File: src/rtl/exec_unit_mc.sv
// Execute stage: single-cycle ALU ops plus iterative MUL/DIVU behind valid/ready handshakes.
// The result/flags register and the held carry survive flush; only the handshake state is aborted.
module exec_unit_mc #(
  parameter int WIDTH  = 16,
  parameter bit DIV_EN = 1'b1
) (
  input  logic             clk,
  input  logic             rst,
  input  logic             flush,
  input  logic             in_valid,
  output logic             in_ready,
  input  logic [3:0]       alu_op,
  input  logic             imm_sel,
  input  logic [WIDTH-1:0] reg_src,
  input  logic [WIDTH-1:0] reg_dst,
  input  logic [WIDTH-1:0] imm,
  output logic             out_valid,
  input  logic             out_ready,
  output logic [WIDTH-1:0] result,
  output logic [3:0]       flags,
  output logic             busy
);
  localparam int CW = $clog2(WIDTH + 1);

  typedef enum logic {IDLE, BUSY} state_t;

  state_t           state_q, state_d;
  logic [CW-1:0]    cnt_q, cnt_d;
  logic [WIDTH-1:0] hi_q, hi_d, lo_q, lo_d, a_q, a_d;
  logic             div_q, div_d;
  logic             out_valid_q, out_valid_d;
  logic [WIDTH-1:0] result_q, result_d;
  logic [3:0]       flags_q, flags_d;
  logic             carry_q, carry_d;

  logic             accept, is_multi;
  logic [WIDTH+1:0] alu_res;
  logic [WIDTH:0]   mul_sum, rem_sh;

  // Returns {V, C, result}; cin is the held carry for ops that leave C untouched.
  function automatic logic [WIDTH+1:0] alu_eval(input logic [3:0] op,
                                                input logic [WIDTH-1:0] a, b, s,
                                                input logic sel, cin);
    logic [WIDTH:0]   wide;
    logic [WIDTH-1:0] r;
    logic             c, v;
    wide = '0;
    r    = '0;
    c    = cin;
    v    = 1'b0;
    case (op)
      4'h1: begin
        wide = {1'b0, b} - {1'b0, a};
        r = wide[WIDTH-1:0];
        c = wide[WIDTH];
        v = (b[WIDTH-1] != a[WIDTH-1]) && (r[WIDTH-1] != b[WIDTH-1]);
      end
      4'h2: r = a & b;
      4'h3: r = a | b;
      4'h4: begin
        wide = {1'b0, a} << s;
        r = wide[WIDTH-1:0];
        c = wide[WIDTH];
      end
      4'h5: begin
        // The guard bit below A catches the last bit shifted out.
        wide = {a, 1'b0} >> s;
        r = wide[WIDTH:1];
        c = wide[0];
      end
      4'h6: r = ~a;
      4'h7: r = sel ? b : s;
      4'h8: begin
        wide = {1'b0, a} + {{WIDTH{1'b0}}, 1'b1};
        r = wide[WIDTH-1:0];
        c = wide[WIDTH];
        v = !a[WIDTH-1] && r[WIDTH-1];
      end
      4'h9: begin
        wide = {1'b0, a} - {{WIDTH{1'b0}}, 1'b1};
        r = wide[WIDTH-1:0];
        c = wide[WIDTH];
        v = a[WIDTH-1] && !r[WIDTH-1];
      end
      4'hA: r = a;
      default: begin
        wide = {1'b0, a} + {1'b0, b};
        r = wide[WIDTH-1:0];
        c = wide[WIDTH];
        v = (a[WIDTH-1] == b[WIDTH-1]) && (r[WIDTH-1] != a[WIDTH-1]);
      end
    endcase
    return {v, c, r};
  endfunction

  always_comb begin
    state_d     = state_q;
    cnt_d       = cnt_q;
    hi_d        = hi_q;
    lo_d        = lo_q;
    a_d         = a_q;
    div_d       = div_q;
    out_valid_d = out_valid_q;
    result_d    = result_q;
    flags_d     = flags_q;
    carry_d     = carry_q;
    mul_sum     = '0;
    rem_sh      = '0;

    in_ready = (state_q == IDLE) && (!out_valid_q || out_ready) && !flush;
    accept   = in_valid && in_ready;
    is_multi = (alu_op == 4'hB) || (DIV_EN && (alu_op == 4'hC));
    alu_res  = alu_eval(alu_op, reg_src, reg_dst, imm, imm_sel, carry_q);

    if (flush) begin
      state_d     = IDLE;
      out_valid_d = 1'b0;
    end else begin
      if (out_ready) out_valid_d = 1'b0;
      case (state_q)
        IDLE: begin
          if (accept && is_multi) begin
            state_d = BUSY;
            cnt_d   = '0;
            a_d     = reg_src;
            lo_d    = reg_dst;
            hi_d    = '0;
            div_d   = (alu_op == 4'hC);
          end else if (accept) begin
            result_d    = alu_res[WIDTH-1:0];
            flags_d     = {alu_res[WIDTH+1], alu_res[WIDTH], alu_res[WIDTH-1],
                           alu_res[WIDTH-1:0] == '0};
            carry_d     = alu_res[WIDTH];
            out_valid_d = 1'b1;
          end
        end
        BUSY: begin
          if (cnt_q == CW'(WIDTH)) begin
            state_d     = IDLE;
            result_d    = lo_q;
            flags_d     = {div_q && (a_q == '0), !div_q && (|hi_q), lo_q[WIDTH-1], lo_q == '0};
            carry_d     = !div_q && (|hi_q);
            out_valid_d = 1'b1;
          end else begin
            cnt_d = cnt_q + CW'(1);
            if (div_q) begin
              // Restoring division: lo shifts the dividend out and the quotient in.
              rem_sh = {hi_q, lo_q[WIDTH-1]};
              if (rem_sh >= {1'b0, a_q}) begin
                hi_d = WIDTH'(rem_sh - {1'b0, a_q});
                lo_d = {lo_q[WIDTH-2:0], 1'b1};
              end else begin
                hi_d = rem_sh[WIDTH-1:0];
                lo_d = {lo_q[WIDTH-2:0], 1'b0};
              end
            end else begin
              mul_sum = {1'b0, hi_q} + (lo_q[0] ? {1'b0, a_q} : '0);
              hi_d    = mul_sum[WIDTH:1];
              lo_d    = {mul_sum[0], lo_q[WIDTH-1:1]};
            end
          end
        end
        default: state_d = IDLE;
      endcase
    end
  end

  always_ff @(posedge clk) begin
    if (rst) begin
      state_q     <= IDLE;
      cnt_q       <= '0;
      out_valid_q <= 1'b0;
      result_q    <= '0;
      flags_q     <= '0;
      carry_q     <= 1'b0;
    end else begin
      state_q     <= state_d;
      cnt_q       <= cnt_d;
      out_valid_q <= out_valid_d;
      result_q    <= result_d;
      flags_q     <= flags_d;
      carry_q     <= carry_d;
      hi_q        <= hi_d;
      lo_q        <= lo_d;
      a_q         <= a_d;
      div_q       <= div_d;
    end
  end

  assign out_valid = out_valid_q;
  assign result    = result_q;
  assign flags     = flags_q;
  assign busy      = (state_q == BUSY);
endmodule

File: config.mk
export PLATFORM = sky130hd
export DESIGN_NAME = exec_unit_mc
export DESIGN_NICKNAME = d
export VERILOG_FILES = /design/src/rtl/exec_unit_mc.sv
export SDC_FILE = /design/constraint.sdc
export NUM_CORES = 1
export LEC_CHECK = 0
export ABC_AREA = 1
export BUFFER_PORTS_ARGS = -buffer_cell sky130_fd_sc_hd__clkbuf_2
export CAP_MARGIN = 0
export CORE_MARGIN = 4
export CORE_UTILIZATION = 35
export DETAILED_ROUTE_END_ITERATION = 8
export PLACE_DENSITY = 0.59
export SLEW_MARGIN = 20
export SYNTH_ARGS = -nofsm -noshare
export SYNTH_HDL_FRONTEND = slang
export SYNTH_SLANG_ARGS = --single-unit
File: constraint.sdc
create_clock -name clk -period 3.8 [get_ports clk]
set_input_delay 0.57 -clock clk [delete_from_list [all_inputs] [get_ports clk]]
set_output_delay 0.57 -clock clk [all_outputs]
set_load 0.02 [all_outputs]
After elaboration in Yosys (flattened, before gate mapping). Index checks and enable logic that the tools add are counted.

Output and inout port bits: 23. Input port bits: 58. Logic and storage cells: 114. Register bits: 77.

$lt $le $gt $ge: 1. Eq/ne operators: 22. Add/sub/neg operators: 7. Shifts and indexed selects: 2. Bitwise logic cells: 6. Reductions and logical operators: 28. Multiplexer cells: 38.

Operators by type and width (number): 2-to-1 mux 16 bit (12); case mux 16 bit (10 select lines) (1); case mux 16 bit (2 select lines) (3); logical NOT 16 bit (3); adder 16 x 16 -> 17 bit (2); equality test 4 bit, second input constant (5); adder 16 x 1 -> 17 bit, second input constant (1); >= comparator 17 x 16 -> 1 bit (1); left shift 16 x 16 -> 17 bit (1); >> shifter 17 x 16 -> 17 bit (1); subtractor 16 x 1 -> 17 bit, second input constant (1); subtractor 16 x 16 -> 17 bit (1); AND 16 bit (1); equality test 4 x 3 -> 1 bit, second input constant (4); NOT 16 bit (1); bitwise OR 16 bit (1); OR reduction 16 bit (1); subtractor 16 bit (1); 2-to-1 mux 4 bit (3); AND reduction 4 bit (3); logical AND 1 bit (10); 2-to-1 mux 1 bit (10); 2-to-1 mux 5 bit (2); case mux 5 bit (2 select lines) (1); other kinds (19) (34).

Longest topological paths before layout. Gate-level depths: netlist of the first run.

Word-level depth: 8. Mapped depth: 22. Depth with buffers taken out: 22.

Least setup slack after synthesis of the first run. OpenSTA, ideal clock, no wires.

Kind: register to register. Start: register state_q (netlist: busy). End: register hi_q[0] (enable). Setup time: 0.421 ns. Data required time: 3.379 ns. Clock period less this slack: 3.163 ns. Arrival time: 2.742 ns. Cell stages (with the launch flop): 9. Buffers on the path: 1. Path slack: 0.637 ns. Cells stage by stage: dfxtp_1 > clkbuf_1 > nor3_2 > nand2_1 > inv_1 > nand2_1 > nand2_1 > inv_1 > nor2_1.

Cells in the longest elaborated chain, start to end: 7. Elaborated cells on any way between the ends: 8. Classes of those cells: eq/ne (2); bitwise (1); reduce/logical (5).

Ends and longest elaborated chain: start: declaration (RTL line 27) `state_t state_q, state_d;`; start signal: assignment (RTL line 177) `state_q <= state_d;`; NOT 1 bit; logical AND 1 bit (2 in series) (RTL line 110) `in_ready = (state_q == IDLE) && (!out_valid_q || out_ready) && !flush;`; named net in_ready (RTL line 11) `output logic in_ready,`; logical AND 1 bit (RTL line 111) `accept = in_valid && in_ready;`; logical AND 1 bit (RTL line 122) `if (accept && is_multi) begin`; != test 2 x 1 -> 1 bit (no source line); AND reduction 4 bit (no source line); end signal: assignment (RTL line 183) `hi_q <= hi_d;`; end: declaration (RTL line 29) `logic [WIDTH-1:0] hi_q, hi_d, lo_q, lo_d, a_q, a_d;`.

The timed path passes the listed nets, and every way through them passes these cells. A chain may end at the register's enable or synchronous reset.

Final worst setup path of the first run.
Start: input port reg_src[6]. End: register flags_q[0] (netlist: flags[0]).

Cells in the longest elaborated chain, start to end: 6. Elaborated cells on any way between the ends: 14. Classes of those cells: add/sub (4); shift (2); mux (4); bitwise (3); reduce/logical (1).

Ends and longest elaborated chain: start: declaration (RTL line 14) `input logic [WIDTH-1:0] reg_src,`; adder 16 x 16 -> 17 bit, or another cell as far along (RTL line 87) `wide = {1'b0, a} + {1'b0, b};`; case mux 16 bit (10 select lines) * (RTL line 51) `case (op)`; logical NOT 16 bit * (RTL line 132) `alu_res[WIDTH-1:0] == '0};`; 2-to-1 mux 4 bit * (RTL line 129) `end else if (accept) begin`; 2-to-1 mux 4 bit * (RTL line 122); case mux 4 bit (2 select lines) * (RTL line 120) `case (state_q)`; end signal: assignment (RTL line 181) `flags_q <= flags_d;`; end: declaration (RTL line 33) `logic [3:0] flags_q, flags_d;`.

Every way passes the cells marked *; elsewhere a longest branch is shown, timed or not. The select of a mux whose other input is x is not followed.

==> results of run 1 <==
-- worst max-delay path, stage by stage --
cell	delay, ns
clkbuf_2	0.28
inv_2	0.09
ha_1	0.41
inv_1	0.18
nand2_1	0.07
nor2_1	0.28
nand4_1	0.25
nand3_1	0.19
nand2_1	0.06
nand3_1	0.11
nand4_1	0.10
inv_1	0.06
nand4_1	0.22
nor2_1	0.17
nand3_1	0.07
nor2_1	0.13
nand3_1	0.10
a21oi_2	0.13
-- sequential cells by signal, indices dropped and copies added (netlist names) --
name	cells
result	15
a_q	16
hi_q	16
flags	4
busy	1
out_valid	1
lo_q	16
cnt_q	5
div_q	1
-- per-stage QoR --
| step | hold WS [ns] | std cells | total power [W] |
|---|---|---|---|
| global route | 0.501 | 2168 | 0.00282 |
| global placement | 0.452 | 2152 | 0.00177 |
| CTS | 0.471 | 2168 | 0.00269 |
| finish | 0.469 | 2168 | 0.00270 |
| floorplan | 0.463 | 1714 | 0.00146 |
| detailed placement | 0.461 | 2152 | 0.00177 |
-- power groups by stage --
stage	registers [W]	clock network [W]	logic [W]
2_1_floorplan	0.000932	0	0.000530
3_3_place_gp	0.000918	0	0.000850
3_5_place_dp	0.000918	0	0.000847
4_1_cts	0.000900	0.000938	0.000851
5_1_grt	0.000903	0.000967	0.000955
6_report	0.000900	0.000931	0.000872
-- cell usage in the layout (no fill, tap or decap), drive strengths merged, types with 6 or more instances in the layout --
cell / netlist / layout
ha: 86 / 86
o221ai: 9 / 9
clkinv: 5 / 9
nand3: 204 / 204
or2: 16 / 16
dfxtp: 26 / 26
a21oi: 113 / 113
nor2: 133 / 133
nand4: 55 / 55
o2111ai: 7 / 7
o21ai: 130 / 130
clkbuf: 32 / 92
o22ai: 12 / 12
inv: 210 / 210
o211ai: 22 / 22
edfxtp: 49 / 49
buf: 41 / 41
xnor2: 6 / 6
nor3: 34 / 34
nand2: 442 / 442
nor4: 12 / 12
a31oi: 21 / 21
xor2: 10 / 10
-- logic make-up (layout without fill, tap and decap cells) --
logic type | count (synthesis) | in the layout | synth area share [%]
flip-flops | 75 | 75 | 19.0
XOR/XNOR | 16 | 16 | 1.34
AO/OA/AOI/OAI | 339 | 339 | 18.4
buffers and inverters | 288 | 352 | 11.2
adder cells (fa/ha/maj) | 90 | 90 | 11.0
AND/OR/NAND/NOR | 906 | 906 | 39.1
-- routing by layer --
metal  part of all wire, %  track usage (%)  routed length (um)
met4                   2.3             6.00                1020
met1                    45             37.1               20100
met3                   7.4             3.56                3330
met2                    45             42.6               20400
met5                 0.029                0                  13
-- worst paths after layout --
kind	endpoint	depth (start not counted)
max	flags[0]$_SDFFE_PP0P_	18
min	result[0]$_SDFFE_PP0P_	2
max reg2reg	hi_q[9]$_SDFFCE_PN0P_	16
min reg2reg	result[0]$_SDFFE_PP0P_	2
-- area by class of cell --
class,count,area (sq um),area share [%]
clock buffer,12,300,2.58
clock inverter,4,26.3,0.225
inverter,215,807,6.92
multi-input combinational,1351,7330,62.8
sequential,75,1990,17.1
tap,390,488,4.19
timing repair buffer,121,721,6.18
==> run summary, run 1 <==
Outcome = finished, final reports clean
WL/cell = 20.7 um
1st-iter DRT viols = 1,328
Layout Utilization = 39.3%
# fillers = 3,320
Die Wd = 181 um
Worst reg2reg startpoint = lo_q[0]$_DFFE_PP_
Sw power = 0.000993 W
Final setup viols = 0
Clock network power share = 34.4%
Antenna cells = 0
Clk_skew = 0.0102 ns
Num CTS Buffers = 9
Die Ht = 181 um
Gr usage total = 26.2%
DRC viols = 0
Core ar. = 0.0296 sq mm
Post-CTS setup buffer count = 0
Commonest cells in the synthesized netlist = nand2_1 (432), nand3_1 (200), inv_1 (193)
Max Transition Viols Final = 0
Buffers on Ports = 80
Crit start category = input pin
RSZ-0062 raised after global routing = false
CTS tree = built
Fmax = 0.312 GHz
Slew margin rel. = 48.8%
Synth Flop Type = edfxtp_1
Placement Setup Slack = 0.333 ns
Most frequent cell after synthesis = nand2_1
Hold buffers post-CTS = 0
Period utilization = 84.3%
Final setup TNS = 0 ns
Starting Density = 35.4%
Top cells by area, synth = nand2_1 (15%), edfxtp_1 (14%), ha_1 (10%)
Slew @ Worst Pin = 0.766 ns
Int Pwr = 0.00171 W
Sink Count = 75
P_leak = 5.52 nW
Critical path class = input pin to flop
Worst EP required = 4.08 ns
Cts repair resizes = 0
CP startpoint = reg_src[6]
Area growth syn-to-layout = 11.2%
Logic pwr share = 32.3%
Syn Area/Cell = 6.12 sq um
Detailed Place HPWL = 35,800 um
CTS root buf = clkbuf_16
Initial antenna violation count = 1
Sw Share = 36.7%
Synth async-reset ratio = 0%
Clk Latency, worst-skew pair = 0.34 ns
Register area share after synthesis = 19.0%
Synth Net Count = 1,862
Synth top area share = 15.5%
Fin. Hold Viols = 0
Crit path arrival time = 3.48 ns
Synth warn = 0
Final setup margin = 0.598 ns
Total gr overflow = 0
Sequential group share of total power = 33.3%
RePlAce Congestion = 1.01
HP Start = result[0]$_SDFFE_PP0P_
Area leader, netlist = nand2_1
H-Tree Depth = 3
Final Cell Area = 0.0117 sq mm
Largest net degree at the start of global routing = 35
First-pass DRT Iterations = 5
Clock transition at the registers of the reported paths = 0.06 ns
Max Buffers Root-to-Sink = 2
Critical path endpoint category = flop
DRT Wirelength = 44,800 um
# rows = 63
Vias = 12,353
R2R Setup Slk = 0.67 ns
Pwr per Cell Area = 232 mW/mm^2
Post-synth EDFFs = 49
Antenna Nets Post-Route = 0
Yosys reg bits = 75
IO Pins = 81
Max_cap viols = 0
VDD IR max = 0.206 mV
Share of layout cells above drive strength 1 = 11.5%
CP Max Fanout = 11
DP Area = 0.0113 sq mm
Vias in the first global route = 11,267
Worst hold path class = flop to flop
Via density per instance = 5.70
First-pass GRT wire length = 68,100 um
Synth Cell Area = 0.0105 sq mm
Post-synth cell types = 58
Min Tclk post-route = 3.20 ns
Syn Inst Count = 1,714
Die area = 0.0328 sq mm
Nets@finish = 1,921
(Power assumes the default switching activity.)
==> inputs of run 2 (changes only) <==
--- a/config.mk
+++ b/config.mk
@@ -11,7 +11,7 @@
 export CORE_MARGIN = 4
 export CORE_UTILIZATION = 35
 export DETAILED_ROUTE_END_ITERATION = 8
-export PLACE_DENSITY = 0.59
+export PLACE_DENSITY = 0.61
 export SLEW_MARGIN = 20
 export SYNTH_ARGS = -nofsm -noshare
 export SYNTH_HDL_FRONTEND = slang
==> constraint.sdc (replaced) <==
create_clock -name clk -period 2.8 [get_ports clk]
set_input_delay 0.42 -clock clk [delete_from_list [all_inputs] [get_ports clk]]
set_output_delay 0.42 -clock clk [all_outputs]
set_load 0.02 [all_outputs]
==> run 2 against run 1 <==
Net effect:
- global-route usage grew 1.9 points
- critical path depth is 2 lower
- critical path type is now flop to flop
- first-iteration DRC count down 4.0%
- non-clock buffer count is 224 higher
- sequential share of layout area is 2.6 points lower
==> run summary, run 2 (synthesis gave the netlist of run 1 again) <==
Max stage delay on crit path = 0.44 ns (was 0.41 ns)
H-Tree Depth = 3 (unchanged)
Period utilization = 95.9%
Clock transition at the registers of the reported paths = 0.07 ns (was 0.06 ns)
CTS root buf = clkbuf_16 (unchanged)
Slew margin rel. = 43.9% (was 48.8%)
Clk Latency, worst-skew pair = 0.34 ns (about the same)
Layout Cells excl Fill = 2,392 (was 2,168)
IO Pins = 81 (unchanged)
First-pass DRT Iterations = 6 (was 5)
1st-iter DRT viols = 1,275 (was 1,328)
CP Max Fanout = 8 (was 11)
Die area = 0.0328 sq mm (unchanged)
Placed cells = 2,369 (was 2,152)
Crit start category = flop (was input pin)
Commonest non-fill, non-tap cells in the layout = nand2_1 (425), buf_4 (255), nand3_1 (199), inv_1 (189), nor2_1 (112) (was nand2_1 (432), nand3_1 (200), inv_1 (193), nor2_1 (117), a21oi_1 (112))
Worst reg2reg startpoint = a_q[6]$_DFFE_PP_ (was lo_q[0]$_DFFE_PP_)
Max Buffers Root-to-Sink = 2 (unchanged)
Delay-heaviest family, CP = simple AND/OR/NAND/NOR gates (unchanged)
Pwr per Cell Area = 283 mW/mm^2 (was 232 mW/mm^2)
Antenna Nets Post-Route = 0 (unchanged)
Fmax = 0.373 GHz
Detailed Place HPWL = 39,700 um (was 35,800 um)
Worst EP required = 2.91 ns (was 4.08 ns)
Final Cell Area = 0.0138 sq mm (was 0.0117 sq mm)
DRC viols = 0 (unchanged)
Outcome = finished, final reports clean (unchanged)
Max Transition Viols Final = 0 (unchanged)
HP Start = rst (was result[0]$_SDFFE_PP0P_)
Buffers on Ports = 80 (unchanged)
Nets@finish = 2,145 (was 1,921)
Total power = 0.00390 W (was 0.00270 W)
RePlAce Congestion = 1.04 (was 1.01)
Die Ht = 181 um (unchanged)
Critical path class = flop to flop (was input pin to flop)
Total gr overflow = 0 (unchanged)
Area growth syn-to-layout = 31.4% (was 11.2%)
Worst hold path class = input pin to flop (was flop to flop)
Sink Count = 75 (unchanged)
Min Tclk post-route = 2.68 ns
WL/cell = 20.1 um (was 20.7 um)
Max_cap viols = 0 (unchanged)
First-pass GRT wire length = 72,900 um (was 68,100 um)
VDD IR max = 0.280 mV (was 0.206 mV)
Via density per instance = 5.61 (was 5.70)
Num CTS Buffers = 9 (unchanged)
Fin. Hold Viols = 0 (unchanged)
Worst path slowest cell = edfxtp_1 (was ha_1)
Initial antenna violation count = 0 (was 1)
Largest net degree at the start of global routing = 46 (was 35)
Share of layout cells above drive strength 1 = 24.3% (was 11.5%)
Crit-path cells = inv_2 -> ha_4 -> a21oi_1 -> a21boi_2 -> o211ai_1 -> nand3_1 -> nand2_2 -> a21boi_2 -> or2_4 -> nand2_4 -> nor2_4 -> buf_12 -> nand2_1 -> o221ai_1 -> nand2_1 -> inv_1 (was clkbuf_2 -> inv_2 -> ha_1 -> inv_1 -> nand2_1 -> nor2_1 -> nand4_1 -> nand3_1 -> nand2_1 -> nand3_1 -> nand4_1 -> inv_1 -> nand4_1 -> nor2_1 -> nand3_1 -> nor2_1 -> nand3_1 -> a21oi_2)
DP Area = 0.0131 sq mm (was 0.0113 sq mm)
Gr usage total = 28.2% (was 26.2%)
Vias in the first global route = 12,618 (was 11,267)
P_leak = 6.66 nW (was 5.52 nW)
Core ar. = 0.0296 sq mm (unchanged)
CTS tree = built (unchanged)
Critical path endpoint category = flop (unchanged)
# rows = 63 (unchanged)
Commonest non-fill, non-tap cell in the layout = nand2_1 (unchanged)
Slew @ Worst Pin = 0.839 ns (was 0.766 ns)
Final setup viols = 0 (unchanged)
Crit path arrival time = 2.79 ns (was 3.48 ns)
Antenna cells = 0 (unchanged)
Starting Density = 35.4% (unchanged)
CP startpoint = a_q[6]$_DFFE_PP_ (was reg_src[6])
Largest regs = a_q: 16 flops, hi_q: 16 flops, lo_q: 16 flops (unchanged)
Clk_skew = 0.0105 ns (was 0.0102 ns)
CP bufs+invs = 3 (was 4)
DRT Wirelength = 48,100 um (was 44,800 um)
RSZ-0062 raised after global routing = true (was false)
Vias = 13,410 (was 12,353)
Die Wd = 181 um (unchanged)
==> run 2: timing repair <==
| item | CTS | global route |
|---|---|---|
| setup endpoints to repair | 3 | 22 |
| resized for setup | 4 | 98 |
| setup buffers | 0 | 6 |
| pin swaps | 0 | 23 |
| cloned | 0 | 1 |
| hold buffers | 0 | 0 |
==> run 2: cell type report <==
class	instances	area [sq um]
clock buffers	10	229
clock inverters	6	62.6
fillers	3161	15900
inverters	215	807
multi-input cells	1351	7650
flip-flops and latches	75	1990
well taps	390	488
repair buffers	345	2550
==> run 2: through the flow <==
stage | hold slack, ns | TNS, ns | util, % | worst slack [ns]
after CTS | 0.343 | 0 | 45.1 | 0.00624
final | 0.353 | 0 | 46.5 | 0.116
after global placement | 0.456 | -0.668 | 44.1 | -0.245
after floorplan | 0.463 | 0 | - | 0.0705
after detailed placement | 0.457 | -0.991 | 44.1 | -0.280
after global routing | 0.387 | -0.150 | 46.5 | -0.0626
==> run 2: worst paths after layout <==
check,end,slack [ns],depth (start not counted)
max,hi_q[12]$_SDFFCE_PN0P_,0.12,16
min reg2reg,result[0]$_SDFFE_PP0P_,0.47,2
min,result[0]$_SDFFE_PP0P_,0.35,2
max reg2reg,hi_q[12]$_SDFFCE_PN0P_,0.12,16
==> run 2: layer usage <==
metal	vias up	global-route usage, %	wire, um
met1	6194	37.9	20100
met5	-	0	0
met3	110	3.64	4060
met4	0	10.8	1960
met2	690	46.0	22000
li1	6416	-	-
==> run 2: where the power goes <==
part	total, W	switching, W	internal (W)
clock network	0.00118	0.000483	0.000692
registers	0.00122	0.0000172	0.00120
logic	0.00150	0.000915	0.000588
total	0.00390	0.00142	0.00248
==> inputs of run 3 (changes only) <==
--- a/config.mk
+++ b/config.mk
@@ -8,6 +8,7 @@
 export ABC_AREA = 1
 export BUFFER_PORTS_ARGS = -buffer_cell sky130_fd_sc_hd__clkbuf_2
 export CAP_MARGIN = 0
+export CORE_ASPECT_RATIO = 0.8
 export CORE_MARGIN = 4
 export CORE_UTILIZATION = 35
 export DETAILED_ROUTE_END_ITERATION = 8
==> run 3 against run 2 <==
Net effect:
- the run now ends with negative setup slack left
- die area about the same
- global-route usage up 1.2 points
- combinational power up 6%
- clock power down 7%
- via count up 2.2%
- flip-flop and latch count unchanged
- non-clock buffer count up 85
- sequential share of layout area down 0.68 points
- first-iteration DRC count up 34%
- sequential power about the same
- highest routed layer is now met5
- core utilization up 2.6 points
- fmax down 4.5%
==> run summary, run 3 (synthesis gave the netlist of run 1 again) <==
CP Max Fanout = 5 (was 8)
CTS tree = built (unchanged)
Via density per instance = 5.56 (was 5.61)
Buffers on Ports = 80 (unchanged)
VDD IR max = 0.261 mV (was 0.280 mV)
Slew margin rel. = 30.4% (was 43.9%)
Worst EP required = 2.87 ns (was 2.91 ns)
Fin. Hold Viols = 0 (unchanged)
DRC viols = 0 (unchanged)
Critical path class = flop to flop (unchanged)
DP Area = 0.0135 sq mm (was 0.0131 sq mm)
Initial antenna violation count = 2 (was 0)
Max Transition Viols Final = 0 (unchanged)
M1 wire length = 24,500 um (was 20,100 um)
Fmax = 0.356 GHz (was 0.373 GHz)
Vias = 13,704 (was 13,410)
Clock transition at the registers of the reported paths = 0.07 ns (about the same)
Nets@finish = 2,230 (was 2,145)
Clk Latency, worst-skew pair = 0.34 ns (about the same)
Critical path endpoint category = flop (unchanged)
First-pass DRT Iterations = 5 (was 6)
H-Tree Depth = 3 (unchanged)
Worst hold path class = input pin to flop (unchanged)
Pwr per Cell Area = 270 mW/mm^2 (was 283 mW/mm^2)
Failing checks = negative setup slack
First-pass GRT wire length = 74,000 um (was 72,900 um)
Vias in the first global route = 12,292 (was 12,618)
Total gr overflow = 0 (unchanged)
Area growth syn-to-layout = 37.9% (was 31.4%)
RSZ-0062 raised after global routing = true (unchanged)
RePlAce Congestion = 1.03 (was 1.04)
Outcome = complete, but fails checks (was finished, final reports clean)
Final Cell Area = 0.0145 sq mm (was 0.0138 sq mm)
Layout Utilization = 49.1% (was 46.5%)
Clk_skew = 0.0111 ns (was 0.0105 ns)
Placement Setup Slack = -0.284 ns (was -0.280 ns)
P_leak = 7.08 nW (was 6.66 nW)
Max_cap viols = 0 (unchanged)
DRT Wirelength = 51,000 um (was 48,100 um)
CTS root buf = clkbuf_16 (unchanged)
Commonest non-fill, non-tap cells in the layout = nand2_1 (421), buf_4 (333), nand3_1 (195), inv_1 (187), nor2_1 (110) (was nand2_1 (425), buf_4 (255), nand3_1 (199), inv_1 (189), nor2_1 (112))
WL met2 = 19,000 um (was 22,000 um)
Final setup margin = -0.00897 ns (was 0.116 ns)
Routed met3 length = 6530 um (was 4060 um)
Commonest non-fill, non-tap cell in the layout = nand2_1 (unchanged)
1st-iter DRT viols = 1,712 (was 1,275)
# rows = 56 (was 63)
Crit start category = flop (unchanged)
Layout Cells excl Fill = 2,464 (was 2,392)
Num CTS Buffers = 9 (unchanged)
Starting Density = 35.6% (was 35.4%)
Final setup viols = 1 (was 0)
Core ar. = 0.0294 sq mm (was 0.0296 sq mm)
WL/cell = 20.7 um (was 20.1 um)
Gr usage total = 29.4% (was 28.2%)
Detailed Place HPWL = 41,800 um (was 39,700 um)
Sink Count = 75 (unchanged)
Crit path arrival time = 2.88 ns (was 2.79 ns)
WHS = 0.347 ns (was 0.353 ns)
Min Tclk post-route = 2.81 ns (was 2.68 ns)
Top Metal Used = met5 (was met4)
IO Pins = 81 (unchanged)
Antenna Nets Post-Route = 0 (unchanged)
Die area = 0.0328 sq mm (about the same)
Max Buffers Root-to-Sink = 2 (unchanged)
Die Wd = 202 um (was 181 um)
Largest regs = a_q: 16 flops, hi_q: 16 flops, lo_q: 16 flops (unchanged)
Die Ht = 163 um (was 181 um)
Slew @ Worst Pin = 1.04 ns (was 0.839 ns)
Antenna cells = 0 (unchanged)
Share of layout cells above drive strength 1 = 27.7% (was 24.3%)
Largest net degree at the start of global routing = 41 (was 46)
Period utilization = 100% (was 95.9%)
# fillers = 3,064 (was 3,161)
Placed cells = 2,412 (was 2,369)
[run 3: cell count changes in the layout (fill, tap and decap cells not counted), moves of 3 or more]
cell      previous run  this run
clkbuf_2            72        75
o21ai_0            104        99
nand2_2             15        19
buf_4              255       333
a21oi_1            102       106
nand3_2              4         8
a21oi_2             11         6
nand2_1            425       421
nand3_1            199       195
[run 3: per-layer routing]
metal | global-route usage, % | up-vias
li1 | - | 6584
met1 | 46.0 | 6342
met2 | 38.6 | 716
met3 | 9.72 | 58
met4 | 5.16 | 4
met5 | 0 | -
[run 3: repair_timing]
| action | CTS | global route |
|---|---|---|
| buffers inserted | 0 | 38 |
| endpoints found under the setup margin | 5 | 23 |
| gates resized for setup | 8 | 100 |
| cloned | 0 | 0 |
| hold buffers | 0 | 0 |
| pin swaps | 2 | 38 |
[run 3: report_power, final]
group	switching [W]	internal [W]	leakage [nW]
registers	0.0000211	0.00120	0.663
clock network	0.000471	0.000624	0.137
logic	0.000941	0.000645	6.28
total	0.00143	0.00247	7.08
[run 3: critical path: stages (launching register included)]
cell and delay (ns):
edfxtp_1 0.48, inv_1 0.18, ha_4 0.22, nand3b_1 0.09
nand3_2 0.12, nand2_2 0.08, o211ai_1 0.17, nand3_1 0.15
nand2_2 0.08, a21boi_2 0.15, or2_1 0.18, nand2_4 0.11
buf_6 0.14, o211ai_1 0.23, o21ai_0 0.15
[run 3: final timing paths]
kind,startpoint,endpoint,slack (ns),depth (start not counted)
max,a_q[1]$_DFFE_PP_,hi_q[0]$_SDFFCE_PN0P_,-0.009,14
min,rst,flags[1]$_SDFFE_PP0P_,0.35,2
max reg2reg,a_q[1]$_DFFE_PP_,hi_q[0]$_SDFFCE_PN0P_,-0.009,14
min reg2reg,result[12]$_SDFFE_PP0P_,result[12]$_SDFFE_PP0P_,0.50,2
[run 3: final cells by class]
type	instances	area, sq um	area share [%]
multi-input combinational	1351	7710	53.3
timing repair buffer	430	3210	22.2
sequential	75	1990	13.8
inverter	215	807	5.58
tap	377	472	3.26
clock buffer	12	246	1.70
clock inverter	4	25.0	0.173
[run 3: per-stage QoR]
stage | TNS, ns | total power [W]
after floorplan | 0 | 0.00198
after detailed placement | -1.46 | 0.00274
after global placement | -1.06 | 0.00274
final | -0.00897 | 0.00390
after global routing | -0.760 | 0.00410
after CTS | 0 | 0.00382
